[src/rtl/ex_mem_stage.sv]
// Execute stage and EX/MEM pipeline register: operand forwarding, ALU, destination select,
// and the registered results/control handed to MEM. Supports stall (hold) and flush (bubble).
module ex_mem_stage #(
  parameter int DATA_W = 32,
  parameter int AW_W   = 5
) (
  input  logic              clk,
  input  logic              reset,
  input  logic              stall,
  input  logic              flush,
  input  logic [31:0]       instrIn,
  input  logic [DATA_W-1:0] DaIn,
  input  logic [DATA_W-1:0] DbIn,
  input  logic [1:0]        ALUcntrlIn,
  input  logic              ALUSrcIn,
  input  logic              RegDestIn,
  input  logic              RegWrIn,
  input  logic              MemWrIn,
  input  logic              MemToRegIn,
  input  logic              wbRegWr,
  input  logic [AW_W-1:0]   wbAw,
  input  logic [DATA_W-1:0] wbData,
  output logic [DATA_W-1:0] AluResOut,
  output logic [DATA_W-1:0] DbOut,
  output logic [AW_W-1:0]   AwOut,
  output logic              RegWrOut,
  output logic              MemWrOut,
  output logic              MemToRegOut,
  output logic              ZeroOut,
  output logic              OvfOut,
  output logic              validOut
);

  typedef struct packed {
    logic [DATA_W-1:0] alu;
    logic [DATA_W-1:0] db;
    logic [AW_W-1:0]   aw;
    logic              rw;
    logic              mw;
    logic              m2r;
    logic              zero;
    logic              ovf;
    logic              valid;
  } exmem_t;

  exmem_t exmem_q, exmem_d;

  logic [AW_W-1:0]   rs, rt, rd;
  logic [DATA_W-1:0] imm_ext;
  logic [AW_W-1:0]   src_addr [2];
  logic [DATA_W-1:0] rf_val   [2];
  logic [DATA_W-1:0] fwd_val  [2];
  logic              unused_opcode;

  assign rs      = instrIn[21 +: AW_W];
  assign rt      = instrIn[16 +: AW_W];
  assign rd      = instrIn[11 +: AW_W];
  assign imm_ext = {{(DATA_W-16){instrIn[15]}}, instrIn[15:0]};
  assign unused_opcode = ^instrIn[31:26];

  assign src_addr[0] = rs;
  assign src_addr[1] = rt;
  assign rf_val[0]   = DaIn;
  assign rf_val[1]   = DbIn;

  // The EX/MEM copy is younger than MEM/WB, so it wins; $0 is hardwired zero and never forwarded.
  for (genvar gi = 0; gi < 2; gi++) begin : g_fwd
    always_comb begin
      fwd_val[gi] = rf_val[gi];
      if (src_addr[gi] != '0) begin
        if (exmem_q.rw && exmem_q.valid && (exmem_q.aw == src_addr[gi]))
          fwd_val[gi] = exmem_q.alu;
        else if (wbRegWr && (wbAw == src_addr[gi]))
          fwd_val[gi] = wbData;
      end
    end
  end

  logic [DATA_W-1:0] op_a, op_b, sum, diff, alu_res;
  logic              ovf;

  assign op_a = fwd_val[0];
  assign op_b = ALUSrcIn ? imm_ext : fwd_val[1];
  assign sum  = op_a + op_b;
  assign diff = op_a - op_b;

  always_comb begin
    alu_res = '0;
    ovf     = 1'b0;
    case (ALUcntrlIn)
      2'b00: begin
        alu_res = sum;
        ovf     = (op_a[DATA_W-1] == op_b[DATA_W-1]) && (sum[DATA_W-1] != op_a[DATA_W-1]);
      end
      2'b01: begin
        alu_res = diff;
        ovf     = (op_a[DATA_W-1] != op_b[DATA_W-1]) && (diff[DATA_W-1] != op_a[DATA_W-1]);
      end
      2'b10:   alu_res = op_a ^ op_b;
      default: alu_res = {{(DATA_W-1){1'b0}}, ($signed(op_a) < $signed(op_b))};
    endcase
  end

  always_comb begin
    exmem_d       = '0;
    exmem_d.alu   = alu_res;
    exmem_d.db    = fwd_val[1];
    exmem_d.aw    = RegDestIn ? rd : rt;
    exmem_d.rw    = RegWrIn && !ovf;
    exmem_d.mw    = MemWrIn;
    exmem_d.m2r   = MemToRegIn;
    exmem_d.zero  = (alu_res == '0);
    exmem_d.ovf   = ovf;
    exmem_d.valid = 1'b1;
  end

  always_ff @(posedge clk) begin
    if (reset || flush)
      exmem_q <= '0;
    else if (!stall)
      exmem_q <= exmem_d;
  end

  assign AluResOut   = exmem_q.alu;
  assign DbOut       = exmem_q.db;
  assign AwOut       = exmem_q.aw;
  assign RegWrOut    = exmem_q.rw;
  assign MemWrOut    = exmem_q.mw;
  assign MemToRegOut = exmem_q.m2r;
  assign ZeroOut     = exmem_q.zero;
  assign OvfOut      = exmem_q.ovf;
  assign validOut    = exmem_q.valid;

endmodule
[config.mk]
export PLATFORM = sky130hd
export DESIGN_NAME = ex_mem_stage
export DESIGN_NICKNAME = d
export VERILOG_FILES = /design/src/rtl/ex_mem_stage.sv
export SDC_FILE = /design/constraint.sdc
export NUM_CORES = 1
export LEC_CHECK = 0
export ABC_AREA = 1
export BUFFER_PORTS_ARGS = -buffer_cell sky130_fd_sc_hd__buf_2
export CAP_MARGIN = 20
export CORE_UTILIZATION = 45
export CTS_BUF_LIST = sky130_fd_sc_hd__clkbuf_16
export DETAILED_ROUTE_END_ITERATION = 12
export PLACE_DENSITY_LB_ADDON = 0.08
export SLEW_MARGIN = 20
export SYNTH_ARGS = -nofsm -noshare
export SYNTH_HDL_FRONTEND = slang
export SYNTH_SLANG_ARGS = --single-unit
[constraint.sdc]
create_clock -name clk -period 4.59 [get_ports clk]
set_input_delay 0.2295 -clock clk [delete_from_list [all_inputs] [get_ports clk]]
set_output_delay 0.2295 -clock clk [all_outputs]
set_load 0.05 [all_outputs]
==> results of run 1 <==
[routing by layer]
metal / wire length (µm) / up-vias / part of all wire / track usage
met3: 3190 / 111 / 0.071 / 0.0429
met5: 0 / - / 0 / 0
met4: 2150 / 0 / 0.048 / 0.164
met2: 20500 / 622 / 0.46 / 0.614
li1: - / 6723 / - / -
met1: 18700 / 5964 / 0.42 / 0.464
[critical path: stages, from the launching register on]
cell and delay, ns:
dfxtp_1 0.34, inv_2 0.07, nand2_1 0.06, a221oi_2 0.32
o2111ai_4 0.27, buf_12 0.22, o211ai_1 0.23, nand2_1 0.13
o21ai_1 0.13, buf_4 0.16, inv_1 0.05, ha_1 0.40
inv_1 0.12, a21oi_1 0.22, nand3_1 0.20, nand2_1 0.15
nand2_2 0.09, nand2_1 0.15, nand3_1 0.09, nand3_1 0.09
nand3_1 0.17, nor2_1 0.13, nand2_1 0.10, nor2_1 0.12
nand2_1 0.07, a21oi_2 0.11
[through the flow]
stage | setup slack [ns] | power (µW)
after detailed placement | 0.000544 | 2310
after CTS | 0.0853 | 3200
after floorplan | 0.586 | 1740
final | 0.293 | 3280
after global placement | 0.0699 | 2300
after global routing | -0.0222 | 3480
[path summary, 6_finish.rpt]
kind	from	to	slack, ns	cells past startpoint
worst max-delay path	AwOut[3]	ZeroOut	0.29	25
worst min-delay path	MemWrIn	MemWrOut	0.13	3
worst max register to register	AwOut[3]	ZeroOut	0.29	25
worst min register to register	MemToRegOut	MemToRegOut	0.46	2
[cell usage in the layout, fill, tap and decap left out, types with 6 or more instances in the layout]
cell,netlist,routed
o21bai_1,12,12
inv_1,348,343
a21oi_2,5,10
nand3_2,5,11
o211ai_1,45,45
o21ai_0,167,163
nand2_2,11,19
o21ai_1,38,37
ha_1,64,45
buf_4,4,90
inv_2,11,16
nand3_1,128,122
or2_2,14,14
nand4_1,15,15
nand2_1,545,537
a21oi_1,112,107
ha_2,0,15
buf_2,25,213
nor3_2,5,6
dfxtp_1,75,75
nor2_1,231,218
nor2_2,10,23
clkbuf_16,0,11
nor3_1,15,14
[repair_timing]
| action | in CTS | in global routing |
|---|---|---|
| endpoints found under the setup margin | 1 | 10 |
| pin swaps | 0 | 6 |
| hold buffers | 0 | 0 |
| buffers inserted | 0 | 5 |
| resized for setup | 1 | 74 |
| cloned | 0 | 2 |
[state kept, by name (all words and copies together) (netlist names)]
signal and cells:
AluResOut 32, DbOut 32, ZeroOut 1, MemToRegOut 1, RegWrOut 1, validOut 1, MemWrOut 1, AwOut 5
OvfOut 1
[report_power, final]
part / switching [µW] / total (µW) / leakage (µW) / internal, µW
Combinational: 1120 / 1680 / 0.00684 / 563
Clock: 305 / 892 / 0.000181 / 587
Sequential: 28.5 / 710 / 0.000614 / 681
[cells by family after synthesis]
kind of cell               after synthesis  share of synthesized area
and+or+nand+nor                        989                      0.394
buffers and inverters                  446                      0.167
AOI/OAI and AO/OA                      398                      0.211
DFF                                     75                      0.143
adders and majority gates               66                     0.0803
xor gates and xnor gates                 6                    0.00502
[area by class of cell]
class	instances	area [µm²]
clock inverters	7	141
clock buffers	9	225
well taps	285	357
fillers	2468	9750
flip-flops and latches	75	1500
multi-input cells	1459	7480
inverters	359	1350
repair buffers	311	1900
diodes	1	2.50
==> flow_summary_export.csv, run 1 <==
group,metric,value,unit
synth,synth_commonest_cells,"nand2_1, inv_1, nor2_1, o21ai_0, nand3_1",
placement,numPortBuffers,213,
status,outcome,"finished, final reports clean",
routing,dr_total_vias,13400,
floorplan,core_area,22700,µm²
worst_setup_path,cp.required,4.84,ns
routing,drt_first_pass_iters,6,
synth,syn_inst,1980,
clocking,root_buffer,"clkbuf_16",
synth,synth_nets,2191,
worst_setup_path,critPathKind,"reg -> reg",
global_routing,grt_pass1_wl,67.0,mm
synth,synthDistinctLibCells,45,
global_routing,antenna_found_initial,1,
pwr,cellPowerDensity,253,nW/µm²
routing,drc,0,
worst_setup_path,cp.arrival,4.54,ns
finish,drive_gt1_frac,0.207,
timing,period_needed,4.30,ns
synth,yosysTopAreaCell,"nand2_1",
clocking,cts.htree.levels,3,
timing,slew_headroom,0.224,
routing,vias_per_cell,5.36,
timing,tightestPinTransition,1.16,ns
worst_setup_path,crit_path_end_kind,"register",
global_routing,grt_pass1_vias,12300,
placement,gp_congestion,0.959,
clocking,clk-insertion-delay-late,0.34,ns
timing,fin_skew,0.0118,ns
clocking,clockBufferDepth,2,
synth,synth_top_area_frac,0.195,
synth,synth_area,10500,µm²
synth,synth.avg_cell_area,5.29,µm²
synth,ys_warn_count,0,
timing,timing.final.crit_share,0.936,
clocking,clk_pin_slew_worst_paths,0.07,ns
global_routing,grt_max_degree,69,
placement,dp_hpwl,35.6,mm
clocking,cts_made_buffers,9,
finish,stdcell_count,2506,
floorplan,ios,220,
synth,async_reset_ff_frac,0,
worst_setup_path,cp_max_fo,7,
synth,synth_ff_type,"dfxtp_1",
floorplan,fp.dieW,155,µm
pwr,leakagePower,0.00764,µW
routing,antenna_left,0,
finish,syn_to_final_growth,23.8,%
timing,setup_viol,0,
timing,hold_ws,0.131,ns
global_routing,track_usage,0.364,
worst_setup_path,worstSetupStartpointType,"register",
synth,ys_ff_latch,75,
clocking,cts_tree,"built",
floorplan,dieArea,23900,µm²
routing,wire_per_inst,17.8,µm
placement,placed_area,12300,µm²
routing,initialDrtViolationCount,1209,
timing,fin_tns_setup,0,ns
synth,seq_area_frac_synth,0.143,
run,maxCapViolations,0,
pwr,ir_worst_vdd,0.215,mV
finish,fin_area,13000,µm²
timing,slew_violations,0,
min_path,timing.hold.worst.class,"in -> reg",
finish,layout.nets,2426,
timing,hold_violations,0,
floorplan,die_y,155,µm
floorplan,start_util,0.461,
clocking,clock_sinks,75,
synth,synth_edf_count,0,
global_routing,grt_overflow,0,
synth,yosys-top-cells-area,"nand2_1, dfxtp_1, inv_1",
synth,post-synth-top-count-cell,"nand2_1",
timing,max_freq,233,MHz
finish,final_util,0.571,
placement,placedCellCount,2482,
routing,drt-total-wl,44.6,mm
floorplan,std_cell_rows,55,
No activity file was read; power rests on OpenSTA's default activity.
==> inputs of run 2 (changes only) <==
--- a/config.mk
+++ b/config.mk
@@ -9,8 +9,9 @@
 export BUFFER_PORTS_ARGS = -buffer_cell sky130_fd_sc_hd__buf_2
 export CAP_MARGIN = 20
 export CORE_UTILIZATION = 45
-export CTS_BUF_LIST = sky130_fd_sc_hd__clkbuf_16
+export CTS_BUF_LIST = sky130_fd_sc_hd__clkbuf_8
 export DETAILED_ROUTE_END_ITERATION = 12
+export GPL_TIMING_DRIVEN = 0
 export PLACE_DENSITY_LB_ADDON = 0.08
 export SLEW_MARGIN = 20
 export SYNTH_ARGS = -nofsm -noshare
==> constraint.sdc (replaced) <==
create_clock -name clk -period 4 [get_ports clk]
set_input_delay 0.2 -clock clk [delete_from_list [all_inputs] [get_ports clk]]
set_output_delay 0.2 -clock clk [all_outputs]
set_load 0.05 [all_outputs]
==> flow_summary_export.csv, run 2 (synthesis gave the netlist of run 1 again) <==
group,metric,value,unit
status,outcome,"complete, but fails checks",
status,violations,"setup timing",
worst_setup_path,r2r_slack,-0.16,ns
global_routing,busiest_layer,"met2",
timing,period_needed,4.16,ns
finish,drive_gt1_frac,0.272,
timing,setup_viol,1,
timing,rsz0062_at_grt,"yes",
clocking,root_buffer,"clkbuf_8",
placement,numPortBuffers,211,
worst_setup_path,max_stage_delay,0.40,ns
timing,max_freq,241,MHz
timing,tightestPinTransition,1.06,ns
routing,drt_first_pass_iters,7,
global_routing,grt_max_degree,14,
routing,initialDrtViolationCount,1331,
worst_setup_path,critPathSlowestCell,"fa_2",
global_routing,met2_usage,0.639,
finish,syn_to_final_growth,30.7,%
worst_setup_path,cp.arrival,4.46,ns
worst_setup_path,crit_path_end_kind,"register",
worst_setup_path,cp-startpoint,"AwOut[3]",
timing,slew_headroom,0.291,
worst_setup_path,r2r_end,"ZeroOut",
clocking,cts.htree.levels,3,
routing,antenna_left,0,
timing,fin_skew,0.0100,ns
floorplan,dieArea,23900,µm²
pwr,ir_worst_vdd,0.140,mV
global_routing,track_usage,0.389,
worst_setup_path,rr_worst_depth,29,
placement,gp_congestion,1.01,
clocking,cts_tree,"built",
worst_setup_path,worstSetupStartpointType,"register",
worst_setup_path,r2r_start,"AwOut[3]",
floorplan,fp.dieW,155,µm
timing,hold_violations,0,
global_routing,grt_overflow,0,
timing,slew_violations,0,
worst_setup_path,cp.required,4.31,ns
finish,fillCellCount,2434,
floorplan,std_cell_rows,55,
worst_setup_path,endpoint,"ZeroOut",
placement,placedCellCount,2476,
worst_setup_path,cp_max_fo,10,
global_routing,use_met1,0.506,
routing,dr_total_vias,14200,
worst_setup_path,critPathKind,"reg -> reg",
pwr,leakagePower,0.00775,µW
clocking,clockBufferDepth,2,
timing,fin_ws,-0.156,ns
global_routing,grt_pass1_vias,12700,
floorplan,core_area,22700,µm²
timing,timing.final.crit_share,1.04,
global_routing,grt_pass1_wl,71.0,mm
floorplan,die_y,155,µm
clocking,clk-insertion-delay-late,0.37,ns
routing,wire_per_inst,19.1,µm
global_routing,antenna_found_initial,3,
floorplan,ios,220,
timing,fin_tns_setup,-0.156,ns
min_path,timing.hold.worst.class,"in -> reg",
pwr,cellPowerDensity,258,nW/µm²
clocking,ctsHoldBuffers,0,
clocking,clock_sinks,75,
routing,vias_per_cell,5.60,
pwr,power.total,3520,µW
placement,dp_hpwl,39.2,mm
global_routing,met3_usage,0.0555,
finish,layout_common_cells,"nand2_1, inv_1, buf_2, nor2_1, o21ai_0",
routing,drc,0,
clocking,cts_made_buffers,9,
finish,layout.nets,2460,
routing,drt-total-wl,48.4,mm
run,maxCapViolations,0,
finish,stdcell_count,2542,
worst_setup_path,crit_path_frequent_cell,"nand2_1",
clocking,clk_pin_slew_worst_paths,0.09,ns
finish,final_common_cell,"nand2_1",
floorplan,start_util,0.461,
[run 2: changes by cell type in the layout (fill, tap and decap cells not counted), sizes merged]
cell      delta
buf         -15
clkinvlp     +3
diode        +2
clkbuf      +49
clkinv       -1
inv          +1
bufinv       -3
[run 2: worst max-delay path: cells and delay by family (launching register included)]
kind | cells | cell delay [ns]
compound gates | 4 | 0.74
buf+inv | 5 | 0.65
simple gates | 18 | 1.76
flops | 1 | 0.37
fa+ha+maj | 2 | 0.58
[run 2: area by class of cell]
class / instances / area (µm²) / share of cell area
Antenna cell: 3 / 7.51 / 0.000549
Clock buffer: 9 / 124 / 0.00905
Tap cell: 285 / 357 / 0.0261
Buffer: 86 / 522 / 0.0381
Timing Repair Buffer: 259 / 1430 / 0.105
Clock inverter: 7 / 70.1 / 0.00512
Inverter: 359 / 1360 / 0.0990
Sequential cell: 75 / 1510 / 0.110
Multi-Input combinational cell: 1459 / 8300 / 0.607
[run 2: what timing repair did]
item	4_1_cts	5_1_grt
buffers inserted	24	22
endpoints found under the setup margin	28	24
pin swaps	36	71
cloned	0	2
resized for setup	188	174
[run 2: routing by layer]
metal  part of all wire  vias up  wire length, µm
met4              0.053        0             2570
met3              0.090      146             4350
met1               0.41     6501            19900
li1                   -     6790                -
met5                  0        -                0
met2               0.45      794            21600
[run 2: power by group]
part | internal, µW | switching (µW) | leakage (µW) | total, µW
combinational | 681 | 1430 | 0.00704 | 2110
sequential | 780 | 36.2 | 0.000616 | 816
clock | 286 | 313 | 0.0000927 | 599
[run 2: worst min-delay path by stage]
stage | startpoint | end | slack (ns) | cells past startpoint
global placement | MemWrOut | MemWrOut | 0.45 | 2
detailed placement | MemWrOut | MemWrOut | 0.46 | 2
finish | MemToRegIn | MemToRegOut | 0.07 | 3
CTS | MemToRegIn | MemToRegOut | 0.06 | 3
global route | MemToRegIn | MemToRegOut | 0.07 | 3
floorplan | MemToRegIn | MemToRegOut | 0.34 | 2
[run 2: per-stage QoR]
stage	hold WS (ns)	util	worst slack, ns	cell area, µm²
after floorplan	0.345	-	0.000631	10500
after global placement	0.452	0.523	-0.893	11900
after detailed placement	0.456	0.523	-0.933	11900
after CTS	0.0643	0.568	-0.0563	12900
after global routing	0.0704	0.602	-0.345	13700
final	0.0728	0.602	-0.156	13700
==> inputs of run 3 (changes only) <==
==> constraint.sdc (replaced) <==
create_clock -name clk -period 4.3 [get_ports clk]
set_input_delay 0.215 -clock clk [delete_from_list [all_inputs] [get_ports clk]]
set_output_delay 0.215 -clock clk [all_outputs]
set_load 0.05 [all_outputs]
==> flow_summary_export.csv, run 3 (synthesis gave the netlist of run 1 again) <==
group,metric,value,unit
timing,hold_violations,0,
timing,slew_headroom,0.256,
worst_setup_path,rr_worst_depth,27,
floorplan,std_cell_rows,55,
timing,slew_violations,0,
routing,wire_per_inst,18.7,µm
floorplan,ios,220,
floorplan,dieArea,23900,µm²
clocking,cts_made_buffers,9,
clocking,clockBufferDepth,2,
global_routing,antenna_found_initial,4,
finish,layout.nets,2449,
floorplan,start_util,0.461,
clocking,cts_tree,"built",
worst_setup_path,critPathSlowestCell,"fa_2",
clocking,clock_sinks,75,
finish,syn_to_final_growth,26.2,%
clocking,clk_pin_slew_worst_paths,0.09,ns
placement,dp_slack,-0.648,ns
placement,numPortBuffers,211,
timing,fin_ws,0.0845,ns
worst_setup_path,critPathBufInv,6,
worst_setup_path,crit_path_end_kind,"register",
pwr,power.total,3180,µW
placement,gp_congestion,1.00,
timing,tightestPinTransition,1.12,ns
timing,timing.final.crit_share,0.980,
finish,drive_gt1_frac,0.245,
min_path,worstHoldPathCells,3,
clocking,root_buffer,"clkbuf_8",
worst_setup_path,path_delay_family,"simple AND/OR/NAND/NOR gates",
timing,period_needed,4.22,ns
global_routing,grt_overflow,0,
finish,final_util,0.582,
worst_setup_path,cp.required,4.62,ns
finish,final_common_cell,"nand2_1",
worst_setup_path,cp.arrival,4.53,ns
global_routing,grt_max_degree,14,
status,outcome,"finished, final reports clean",
worst_setup_path,max_stage_delay,0.39,ns
worst_setup_path,cp_num_cells,27,
pwr,leakagePower,0.00759,µW
global_routing,grt_pass1_vias,12500,
finish,layout_common_cells,"nand2_1, inv_1, buf_2, nor2_1, o21ai_0",
routing,initialDrtViolationCount,1416,
global_routing,track_usage,0.385,
clocking,cts.htree.levels,3,
routing,drc,0,
floorplan,fp.dieW,155,µm
floorplan,die_y,155,µm
routing,dr_total_vias,14000,
routing,drt-total-wl,47.5,mm
placement,dp_hpwl,38.9,mm
global_routing,grt_pass1_wl,69.8,mm
timing,max_freq,237,MHz
pwr,ir_worst_vdd,0.159,mV
pwr,cellPowerDensity,241,nW/µm²
timing,rsz0062_at_grt,"yes",
run,maxCapViolations,0,
worst_setup_path,worstSetupStartpointType,"register",
finish,fillCellCount,2462,
min_path,timing.hold.worst.class,"in -> reg",
timing,fin_skew,0.00743,ns
clocking,clk-insertion-delay-late,0.38,ns
worst_setup_path,cp_max_fo,10,
routing,antenna_left,0,
routing,vias_per_cell,5.52,
routing,drt_first_pass_iters,6,
worst_setup_path,critPathKind,"reg -> reg",
floorplan,core_area,22700,µm²
worst_setup_path,crit_path_frequent_cell,"nand2_1",
timing,setup_viol,0,
[run 3: path summary, 6_finish.rpt]
path | start | endpoint | slack [ns]
setup / recovery | AwOut[3] | ZeroOut | 0.08
hold / removal | MemToRegIn | MemToRegOut | 0.08
setup reg to reg | AwOut[3] | ZeroOut | 0.08
hold reg to reg | MemToRegOut | MemToRegOut | 0.47
[run 3: power by group]
| part | switching, µW | total, µW | internal [µW] |
|---|---|---|---|
| Combinational | 1270 | 1860 | 587 |
| Clock | 297 | 562 | 266 |
| Sequential | 34.4 | 761 | 726 |
[run 3: what timing repair did]
item | 4_1_cts | 5_1_grt
gates resized for setup | 84 | 198
cloned | 1 | 1
setup buffers | 12 | 22
endpoints found under the setup margin | 17 | 18
pin swaps | 11 | 47
hold buffers | 0 | 0
[run 3: final cells by class]
| cell class | count | area [µm²] | share of cell area |
|---|---|---|---|
| Multi-Input combinational cell | 1459 | 7990 | 0.604 |
| Clock buffer | 9 | 124 | 0.00937 |
| Clock inverter | 7 | 70.1 | 0.00530 |
| Inverter | 359 | 1350 | 0.102 |
| Timing Repair Buffer | 247 | 1320 | 0.100 |
| Sequential cell | 75 | 1510 | 0.114 |
| Antenna cell | 4 | 10.0 | 0.000758 |
| Tap cell | 285 | 357 | 0.0270 |
| Buffer | 87 | 487 | 0.0368 |
[run 3: per-stage QoR]
stage / instances / setup TNS (ns) / instance area [µm²] / hold WS (ns)
3_3_place_gp: 2476 / -3.01 / 11900 / 0.452
4_1_cts: 2505 / 0 / 12500 / 0.0834
2_1_floorplan: 1980 / 0 / 10500 / 0.360
5_1_grt: 2531 / -0.0536 / 13200 / 0.109
3_5_place_dp: 2476 / -3.56 / 11900 / 0.455
6_report: 2532 / 0 / 13200 / 0.0775
[run 3: per-layer routing]
layer  vias up  track usage  part of all wire
met4         0        0.181             0.050
met1      6309        0.502              0.41
met2       757        0.619              0.44
li1       6770            -                 -
met3       141       0.0616             0.091
met5         -            0                 0
[run 3: tightest hold or removal path, cell delays in order]
cell     delay [ns]
buf_2          0.09
nand2_1        0.05
a21oi_1        0.05
